**src/rtl/stream_rr_arbiter.sv**
```systemverilog
// stream_rr_arbiter
//
// Packet-level round-robin arbiter sharing one valid/ready sink between NUM_SRC sources.
// A grant is held from the first beat of a packet until the beat with s_last=1. The next
// winner is chosen on that closing handshake, so back-to-back packets flow without a bubble.
//
// Ports:
//   clk      rising-edge clock
//   rstn     asynchronous active-low reset
//   s_valid  per-source valid (bit i = source i)
//   s_ready  per-source ready; only the granted bit can be high, and it follows m_ready
//   s_data   flattened source data, source i at [i*SIZE +: SIZE]
//   s_last   per-source end-of-packet flag
//   m_valid  arbitrated valid toward the sink
//   m_ready  sink ready
//   m_data   data of the granted source (last presented value while idle)
//   m_last   s_last of the granted source
//   m_src    index of the granted source
//   busy     high while a grant is held

module stream_rr_arbiter #(
    parameter int unsigned NUM_SRC = 4,
    parameter int unsigned SIZE    = 32,
    parameter int unsigned SRC_W   = $clog2(NUM_SRC)
) (
    input  logic                    clk,
    input  logic                    rstn,
    input  logic [NUM_SRC-1:0]      s_valid,
    output logic [NUM_SRC-1:0]      s_ready,
    input  logic [NUM_SRC*SIZE-1:0] s_data,
    input  logic [NUM_SRC-1:0]      s_last,
    output logic                    m_valid,
    input  logic                    m_ready,
    output logic [SIZE-1:0]         m_data,
    output logic                    m_last,
    output logic [SRC_W-1:0]        m_src,
    output logic                    busy
);

    typedef enum logic {StIdle, StLock} state_e;

    state_e            state_q;
    logic [SRC_W-1:0]  grant_q;
    logic [SRC_W-1:0]  rr_ptr_q;
    logic [SIZE-1:0]   data_hold_q;

    logic              lock;
    logic              sel_valid;
    logic              sel_last;
    logic [SIZE-1:0]   sel_data;
    logic [NUM_SRC-1:0] others;
    logic              closing;

    // First set bit of req scanning ptr+1, ptr+2, ... modulo NUM_SRC; ptr itself is last.
    function automatic logic [SRC_W-1:0] pick(input logic [SRC_W-1:0]   ptr,
                                              input logic [NUM_SRC-1:0] req);
        logic [SRC_W-1:0] res;
        logic [SRC_W-1:0] idx;
        logic             found;
        int unsigned      sum;
        res   = ptr;
        found = 1'b0;
        for (int unsigned k = 1; k <= NUM_SRC; k++) begin
            sum = 32'(ptr) + k;
            idx = SRC_W'(sum % NUM_SRC);
            if (!found && req[idx]) begin
                res   = idx;
                found = 1'b1;
            end
        end
        return res;
    endfunction

    assign lock      = (state_q == StLock);
    assign sel_valid = s_valid[grant_q];
    assign sel_last  = s_last[grant_q];
    assign sel_data  = s_data[32'(grant_q) * SIZE +: SIZE];
    assign others    = s_valid & ~(NUM_SRC'(1) << grant_q);
    assign closing   = lock && sel_valid && m_ready && sel_last;

    always_ff @(posedge clk or negedge rstn) begin
        if (!rstn) begin
            state_q     <= StIdle;
            grant_q     <= '0;
            rr_ptr_q    <= SRC_W'(NUM_SRC - 1);
            data_hold_q <= '0;
        end else begin
            unique case (state_q)
                StIdle: begin
                    if (|s_valid) begin
                        grant_q <= pick(rr_ptr_q, s_valid);
                        state_q <= StLock;
                    end
                end
                StLock: begin
                    data_hold_q <= sel_data;
                    if (closing) begin
                        rr_ptr_q <= grant_q;
                        if (|others) begin
                            grant_q <= pick(grant_q, others);
                        end else if (!sel_valid) begin
                            // Granted valid is high on any handshake, so a lone requester
                            // keeps the grant; this return to idle is a safety net only.
                            state_q <= StIdle;
                        end
                    end
                end
            endcase
        end
    end

    // s_ready follows m_ready combinationally so a beat moves every cycle the sink accepts.
    always_comb begin
        s_ready = '0;
        if (lock) begin
            s_ready[grant_q] = m_ready;
        end
        m_valid = lock && sel_valid;
        m_last  = lock && sel_last;
        m_data  = lock ? sel_data : data_hold_q;
        m_src   = grant_q;
        busy    = lock;
    end

endmodule
```
**config.mk**
```make
export PLATFORM = sky130hd
export DESIGN_NAME = stream_rr_arbiter
export DESIGN_NICKNAME = d
export VERILOG_FILES = /design/src/rtl/stream_rr_arbiter.sv
export SDC_FILE = /design/constraint.sdc
export NUM_CORES = 1
export LEC_CHECK = 0
export BUFFER_PORTS_ARGS = -buffer_cell sky130_fd_sc_hd__buf_2
export CAP_MARGIN = 20
export CORE_MARGIN = 1.5
export CORE_UTILIZATION = 40
export CTS_BUF_LIST = sky130_fd_sc_hd__clkbuf_4
export DETAILED_ROUTE_END_ITERATION = 6
export PLACE_DENSITY_LB_ADDON = 0.25
export SLEW_MARGIN = 20
export SYNTH_ARGS = -nofsm -noshare
export SYNTH_HDL_FRONTEND = slang
export SYNTH_SLANG_ARGS = --single-unit
```
**constraint.sdc**
```tcl
create_clock -name clk -period 3.3 [get_ports clk]
set_input_delay 0.495 -clock clk [delete_from_list [all_inputs] [get_ports clk]]
set_output_delay 0.495 -clock clk [all_outputs]
set_load 0.03 [all_outputs]
```
==> results of run 1 <==
-- path summary, 6_finish.rpt --
path	startpoint	endpoint	cells past startpoint
min reg2reg	rr_ptr_q[0]	rr_ptr_q[0]	2
max reg2reg	m_src[0]	m_src[0]	8
min	rstn	data_hold_q[31]	1
max in group asynchronous	rstn	m_src[1]	1
max	m_src[0]	m_data[22]	4
min in group clk	s_valid[0]	busy	3
-- per-stage QoR --
step | worst slack [ns] | hold slack (ns) | instances
finish | 0.449 | 0.258 | 445
global route | 0.316 | 0.308 | 445
CTS | 0.408 | 0.281 | 445
detailed placement | 0.798 | 0.477 | 437
global placement | 0.820 | 0.472 | 437
floorplan | 0.930 | 0.199 | 192
-- kinds of logic after synthesis --
group,count (synthesis),synth area share (%)
adder cells (fa/ha/maj),4,1.89
buffers and inverters,20,4.91
multiplexers,70,44.0
flip-flops,37,35.0
AO/OA/AOI/OAI,26,7.22
AND/OR/NAND/NOR,35,7.03
-- synth_stat cells, types with 2 or more instances --
| cell type | count | share of area [%] |
|---|---|---|
| a211oi_1 | 2 | 0.57 |
| a21oi_1 | 5 | 0.94 |
| a31oi_1 | 2 | 0.47 |
| and3_1 | 5 | 1.2 |
| buf_2 | 5 | 0.94 |
| buf_6 | 4 | 1.7 |
| clkbuf_1 | 5 | 0.71 |
| dfrtp_1 | 35 | 33 |
| dfstp_2 | 2 | 2.0 |
| ha_1 | 4 | 1.9 |
| inv_1 | 3 | 0.42 |
| mux2_2 | 32 | 14 |
| mux2i_1 | 4 | 1.5 |
| mux4_2 | 34 | 29 |
| nand2_1 | 9 | 1.3 |
| nand2b_1 | 6 | 1.4 |
| nor2_1 | 2 | 0.28 |
| nor2b_1 | 4 | 0.94 |
| nor3_1 | 5 | 0.94 |
| nor4_1 | 2 | 0.47 |
| o21ai_0 | 5 | 0.94 |
-- flip-flops by register name, indices dropped and copies added, names as in the netlist --
register,count
data_hold_q,32
m_src,2
busy,1
rr_ptr_q,2
-- per-layer routing --
metal | track usage [%] | routed length [um]
met1 | 25.5 | 2950
met2 | 38.0 | 3920
met3 | 5.11 | 528
met4 | 5.43 | 127
met5 | 0 | 0
-- placed cells by master, fill, tap and decap left out, types with 2 or more instances in the layout --
cell	synthesis	routed
a211oi_1	2	2
a21oi_1	5	5
a31oi_1	2	2
and3_1	5	5
buf_2	5	179
buf_4	0	3
clkbuf_4	0	6
clkinv_2	0	2
dfrtp_1	35	32
dfrtp_2	0	3
dfstp_2	2	2
ha_1	4	4
inv_1	3	3
mux2_2	32	32
mux2i_1	4	4
mux4_2	34	34
nand2_1	9	9
nand2b_1	6	6
nor2_1	2	2
nor2b_1	4	4
nor3_1	5	5
nor4_1	2	2
o21ai_0	5	5
-- where the power goes --
| part | internal, uW | switching [uW] | total, uW |
|---|---|---|---|
| sequential | 682 | 137 | 820 |
| combinational | 933 | 1180 | 2120 |
| clock | 89.5 | 149 | 238 |
| total | 1710 | 1470 | 3180 |
-- cell type report --
cell class              instances  area share [%]
well taps                      77            2.65
multi-input cells             135            43.8
repair buffers                183            25.8
flip-flops and latches         37            25.6
inverters                       5           0.585
clock inverters                 2           0.275
clock buffers                   6            1.24
==> flow_summary.toml, run 1 <==
[detailed_routing]
vias = 2405
drc = 0
finalWirelength_um = 7520
vias_per_cell = 5.40
drt_iter0_drc = 53
firstDrtPassIters = 4
wl_per_cell_um = 16.9
antenna_left = 0

[worst_setup_path]
cp_num_buf_inv = 2
crit_path_top_delay_cell = "dfrtp_2"
startpoint_type = "flop"
end_kind = "output pin"
max_stage_delay_ns = 0.67
cp_top_family = "multiplexers"
arrival_ns = 2.36
path_cells = "buf_12 > mux4_2 > mux2_2 > buf_2"
crit_fanout = 29
regToRegSetupSlack_ns = 0.92
cp.required_ns = 2.80
crit_type = "reg2out"

[grt]
grt_pass1_wl_um = 11900
grt.total_usage_pct = 21.1
overflow = 0
grt_max_degree = 38
grt_pass1_vias = 2480
antenna_found_initial = 0

[clocking]
cts.sinks = 37
worstSkewPairLatency_ns = 0.33
cts_buffer_depth = 2
holdBufCountCts = 0
cts.htree.levels = 2
numCtsBuffers = 5
path_clk_slew_ns = 0.11
post_cts_buffers = 0
cts.repair.resized = 0
clockRootBuffer = "clkbuf_4"
tritoncts = "done"

[timing]
maxSlewViolCount = 0
fmax_ghz = 0.351
setup-tns-final_ns = 0
fin_crit_ns = 2.85
maxSlewHeadroom_pct = 42.4
finalCritPeriodShare_pct = 86.4
rsz0062_at_grt = "false"
worst_slew_pin_slew_ns = 0.864
finalHoldViolCount = 0
finalClockSkew_ns = 0.00748
final-setup-viol-count = 0

[final_layout]
fin_nets = 510
drive_gt1_share_pct = 73.1
seq_area_um2 = 932
multi_input_area_um2 = 1590
postLayoutCellArea_um2 = 3640
postLayoutCoreUtil_pct = 57.0
area_growth_pct = 37.1
antennaDiodeCount = 0
fill_cells = 587

[die]
core_um2 = 6390
chipWidth_um = 84.4
num_rows = 29
dieArea_um2 = 7130
die_y_um = 84.4
initial_core_util_pct = 41.5
io_pins = 180

[yosys]
ys_seq_elements = 37
syn_avg_cell_area_um2 = 13.8
yosysSeqAreaShare_pct = 35.0
ys_async_sr_fraction_pct = 100
ys_warn_count = 0
synthCells = 192
syn-cell-area_um2 = 2650
ys.flop_type = "dfrtp_1"
synth_edf_count = 0
synthesis.nets = 335
yosysUniqueCellTypes = 38

[run_status]
status = "finished clean"

[power_and_ir_drop]
power_uw = 3180
powerDensity_nw_per_um2 = 873
ir_worst_vdd_v = 0.000551
leakage_uw = 0.00176

[hold_path]
hp-class = "in2async"

[job]
drv_cap = 0

[place]
placed_cell_area_um2 = 3580
io_buffers = 179
hpwl_um = 5950
place_congestion = 0.824
Note: power is estimated with default switching activity, not from simulation.
==> run 2, diff against run 1 <==
--- a/config.mk
+++ b/config.mk
@@ -5,6 +5,7 @@
 export SDC_FILE = /design/constraint.sdc
 export NUM_CORES = 1
 export LEC_CHECK = 0
+export ABC_AREA = 1
 export BUFFER_PORTS_ARGS = -buffer_cell sky130_fd_sc_hd__buf_2
 export CAP_MARGIN = 20
 export CORE_MARGIN = 1.5
==> flow_summary.toml, run 2 <==
[run_status]
status = "finished clean"

[yosys]
synth_top_cell_area_share_pct = 29.2
synth_common_cells = "165 x nor2_1, 81 x nand2_1, 67 x o21ai_0"
synthCells = 489
synthesis.nets = 632
ys_async_sr_fraction_pct = 100
synth_edf_count = 0
synth_top_family_by_area = "simple AND/OR/NAND/NOR gates"
synthXorXnorAreaFrac_pct = 0
synth_fa_ha_area_share_pct = 1.67
synth_compound_area_share_pct = 18.4
syn_avg_cell_area_um2 = 6.13
ys.flop_type = "dfrtp_1"
yosysTopAreaCell = "dfrtp_1"
syn-cell-area_um2 = 3000
yosysSeqAreaShare_pct = 31.0
synth_most_common_cell = "nor2_1"
ys_warn_count = 0
synthTopCellsByArea = "dfrtp_1 29%, nor2_1 21%, o21ai_0 11%"
yosys.area_share.simple_pct = 41.2
synthMuxAreaShare_pct = 0
ys_seq_elements = 37
yosysUniqueCellTypes = 25

[place]
place_congestion = 0.816
placed_cells = 742
io_buffers = 179
hpwl_um = 7360

[worst_setup_path]
r2r_end = "m_src[0]"
r2r_cells = 12
end_kind = "output pin"
crit_path_top_delay_cell = "dfrtp_2"
crit_type = "reg2out"
cp.required_ns = 2.80
crit_fanout = 60
startpoint_type = "flop"
arrival_ns = 2.15
path_cells = "inv_2 > buf_12 > o21ai_0 > a31oi_1 > buf_2"
timing.rr.start = "m_src[0]"
regToRegSetupSlack_ns = 1.02
max_stage_delay_ns = 0.59

[die]
dieArea_um2 = 8030
io_pins = 180
die_y_um = 89.6
core_um2 = 7250
initial_core_util_pct = 41.3
num_rows = 31
chipWidth_um = 89.6

[detailed_routing]
drc = 0
finalWirelength_um = 9820
wl_per_cell_um = 13.1
antenna_left = 0
firstDrtPassIters = 4
vias_per_cell = 4.97
drt_iter0_drc = 188
vias = 3731

[timing]
maxSlewHeadroom_pct = 41.8
finalClockSkew_ns = 0.00619
rsz0062_at_grt = "false"
finalHoldViolCount = 0
fin_crit_ns = 2.64
finalCritPeriodShare_pct = 80.1
fmax_ghz = 0.378
setup-tns-final_ns = 0
maxSlewViolCount = 0
final-setup-viol-count = 0
worst_slew_pin_slew_ns = 0.873

[final_layout]
drive_gt1_share_pct = 33.9
fin_nets = 793
largest_register_ffs = 32
area_growth_pct = 33.8
final_common_cell = "buf_2"
layoutNonFillerInstCount = 751
fill_cells = 744
regMostFlops = "data_hold_q"
final_cell_mix = "179 x buf_2, 165 x nor2_1, 81 x nand2_1, 67 x o21ai_0, 33 x dfrtp_1"

[power_and_ir_drop]
ir_worst_vdd_v = 0.000438
powerDensity_nw_per_um2 = 939
leakage_uw = 0.00211

[job]
drv_cap = 0

[clocking]
post_cts_buffers = 0
cts_buffer_depth = 2
numCtsBuffers = 5
path_clk_slew_ns = 0.12
holdBufCountCts = 0
tritoncts = "done"
clockRootBuffer = "clkbuf_4"
cts.repair.resized = 0
worstSkewPairLatency_ns = 0.35
cts.sinks = 37
cts.htree.levels = 2

[grt]
antenna_found_initial = 1
grt_max_degree = 61
grt.total_usage_pct = 24.0
overflow = 0
grt_pass1_vias = 3441
grt_pass1_wl_um = 15200

[hold_path]
hp-class = "in2async"
[run 2: cell count changes in the layout (fill, tap and decap cells not counted), moves of 9 or more]
cell     change
nand3_1     +25
mux4_2      -34
nor2_1     +163
mux2_2      -32
o21ai_0     +62
inv_1        +9
a31oi_1     +30
nand2_1     +72
[run 2: cell families after synthesis]
logic type / count (synthesis)
adder cells (fa/ha/maj): 4
flip-flops: 37
AO/OA/AOI/OAI: 102
buffers and inverters: 51
AND/OR/NAND/NOR: 295
[run 2: area by class of cell]
class	count	area (um^2)	area share [%]
clock inverter	2	33.8	0.842
timing repair buffer	187	968	24.1
sequential	37	931	23.2
tap	99	124	3.09
antenna	1	2.50	0.0624
clock buffer	6	45.0	1.12
inverter	18	70.1	1.75
multi-input combinational	401	1840	45.8
[run 2: stage by stage]
step / instance area (um^2) / power, uW / utilization (%) / hold slack [ns] / worst slack, ns
after global routing: 4010 / 4110 / 55.3 / 0.304 / 0.434
after CTS: 4010 / 3800 / 55.3 / 0.286 / 0.612
after floorplan: 3000 / 2810 / - / 0.199 / 0.673
after detailed placement: 3930 / 3460 / 54.2 / 0.525 / 1.02
after global placement: 3930 / 3410 / 54.2 / 0.519 / 1.06
final: 4010 / 3770 / 55.3 / 0.244 / 0.658
[run 2: metal layers]
layer	up-vias	GRT usage [%]	share of wire [%]
met5	-	0	0
met4	0	6.29	1.5
met3	14	5.94	7.6
met2	141	41.9	50
met1	1657	29.6	41
li1	1919	-	-
[run 2: power by group]
| group | internal [uW] | switching [uW] | leakage, uW |
|---|---|---|---|
| Clock | 166 | 161 | 0.0000433 |
| Sequential | 684 | 121 | 0.000427 |
| Combinational | 819 | 1820 | 0.00164 |
| Total | 1670 | 2100 | 0.00211 |
[run 2: worst max-delay path by stage]
stage                  start         end  slack, ns  depth (start not counted)
global route        m_src[0]   m_data[0]       0.43                          6
floorplan           m_src[1]  s_ready[0]       0.67                          6
global placement    m_src[0]  m_data[12]       1.06                          5
finish              m_src[0]  m_data[21]       0.66                          5
detailed placement  m_src[0]   m_data[0]       1.02                          6
CTS                 m_src[0]  m_data[21]       0.61                          5
[run 2: critical path: cells and delay by family, from the launching register on]
kind	cells	cell delay, ns
compound gates	2	0.38
buf+inv	3	0.84
flops	1	0.59
==> run 3, diff against run 2 <==
==> constraint.sdc (replaced) <==
create_clock -name clk -period 2.6 [get_ports clk]
set_input_delay 0.39 -clock clk [delete_from_list [all_inputs] [get_ports clk]]
set_output_delay 0.39 -clock clk [all_outputs]
set_load 0.03 [all_outputs]
==> flow_summary.toml, run 3 (same netlist as run 2, synthesis figures left out) <==
[detailed_routing]
vias_per_cell = 5.00
drc = 0
drt_iter0_drc = 172
firstDrtPassIters = 4
routed-wl-met2_um = 4780
wl_per_cell_um = 12.6
wl_met3_um = 658
finalWirelength_um = 9520
vias = 3763
antenna_left = 0
highest_layer = "met4"
wl_met1_um = 3930

[timing]
final-setup-viol-count = 0
maxSlewHeadroom_pct = 44.5
finalClockSkew_ns = 0.00954
worst_slew_pin_slew_ns = 0.833
rsz0062_at_grt = "false"
setup-tns-final_ns = 0
finalHoldViolCount = 0
maxSlewViolCount = 0
fin_crit_ns = 2.38
whs_ns = 0.124
fmax_ghz = 0.419
finalCritPeriodShare_pct = 91.7

[worst_setup_path]
cp.required_ns = 2.21
r2r_end = "m_src[0]"
regToRegSetupSlack_ns = 0.44
timing.rr.start = "m_src[0]"
r2r_cells = 13
startpoint_type = "flop"
end_kind = "output pin"
crit_fanout = 19
arrival_ns = 1.99
crit_type = "reg2out"

[final_layout]
final_cell_mix = "179 x buf_2, 165 x nor2_1, 81 x nand2_1, 67 x o21ai_0, 33 x dfrtp_1"
area_growth_pct = 34.8
postLayoutCellArea_um2 = 4040
fill_cells = 768
final_common_cell = "buf_2"
antennaDiodeCount = 0
drive_gt1_share_pct = 34.3
regMostFlops = "data_hold_q"
postLayoutCoreUtil_pct = 55.8
fin_nets = 796
largest_register_ffs = 32

[power_and_ir_drop]
ir_worst_vdd_v = 0.000504
power_uw = 4820
leakage_uw = 0.00213
powerDensity_nw_per_um2 = 1190

[grt]
grt_max_degree = 53
grt_pass1_wl_um = 15200
grt_pass1_vias = 3439
overflow = 0
grt.total_usage_pct = 24.0
antenna_found_initial = 0

[die]
die_y_um = 89.6
num_rows = 31
io_pins = 180
initial_core_util_pct = 41.3
dieArea_um2 = 8030
chipWidth_um = 89.6
core_um2 = 7250

[clocking]
clockRootBuffer = "clkbuf_4"
holdBufCountCts = 0
path_clk_slew_ns = 0.11
tritoncts = "done"
cts.htree.levels = 2
cts.sinks = 37
numCtsBuffers = 5
worstSkewPairLatency_ns = 0.35
post_cts_buffers = 0
cts.repair.resized = 0
cts_buffer_depth = 2

[place]
io_buffers = 179
place_congestion = 0.853
hpwl_um = 7250
placed_cell_area_um2 = 3970

[job]
drv_cap = 0

[hold_path]
hp-class = "in2async"

[run_status]
status = "finished clean"
run 3: worst max-delay path, stage by stage (launching register included):
cell     delay [ns]
dfrtp_2        0.50
inv_2          0.16
buf_4          0.24
ha_1           0.21
inv_1          0.05
nor3_1         0.25
buf_2          0.25
run 3: worst max path at each step:
stage	endpoint	slack, ns	from	cells past startpoint
3_5_place_dp	m_src[0]	0.48	m_src[0]	13
4_1_cts	s_ready[0]	0.23	m_src[0]	6
2_1_floorplan	s_ready[0]	0.08	m_src[1]	6
6_report	s_ready[0]	0.22	m_src[0]	6
5_1_grt	s_ready[0]	0.09	m_src[0]	6
3_3_place_gp	m_src[0]	0.59	m_src[0]	11
run 3: final cells by class:
class	count	area [um^2]	share of cell area [%]
flip-flops and latches	37	931	23.0
clock inverters	2	33.8	0.835
multi-input cells	401	1840	45.4
well taps	99	124	3.06
repair buffers	190	1000	24.8
clock buffers	6	45.0	1.11
inverters	18	70.1	1.73
run 3: power by group:
group	total [uW]	internal (uW)	switching [uW]
sequential	992	869	122
combinational	3420	1070	2350
clock	415	211	204
total	4820	2150	2680
run 3: through the flow:
step | worst slack (ns) | instances
after floorplan | 0.0784 | 489
after global placement | 0.593 | 745
after detailed placement | 0.481 | 745
after CTS | 0.230 | 753
after global routing | 0.0910 | 753
final | 0.216 | 753
run 3: per-layer routing:
metal / GRT usage, % / vias up
li1: - / 1928
met1: 29.7 / 1680
met2: 42.6 / 141
met3: 4.75 / 14
met4: 6.57 / 0
met5: 0 / -
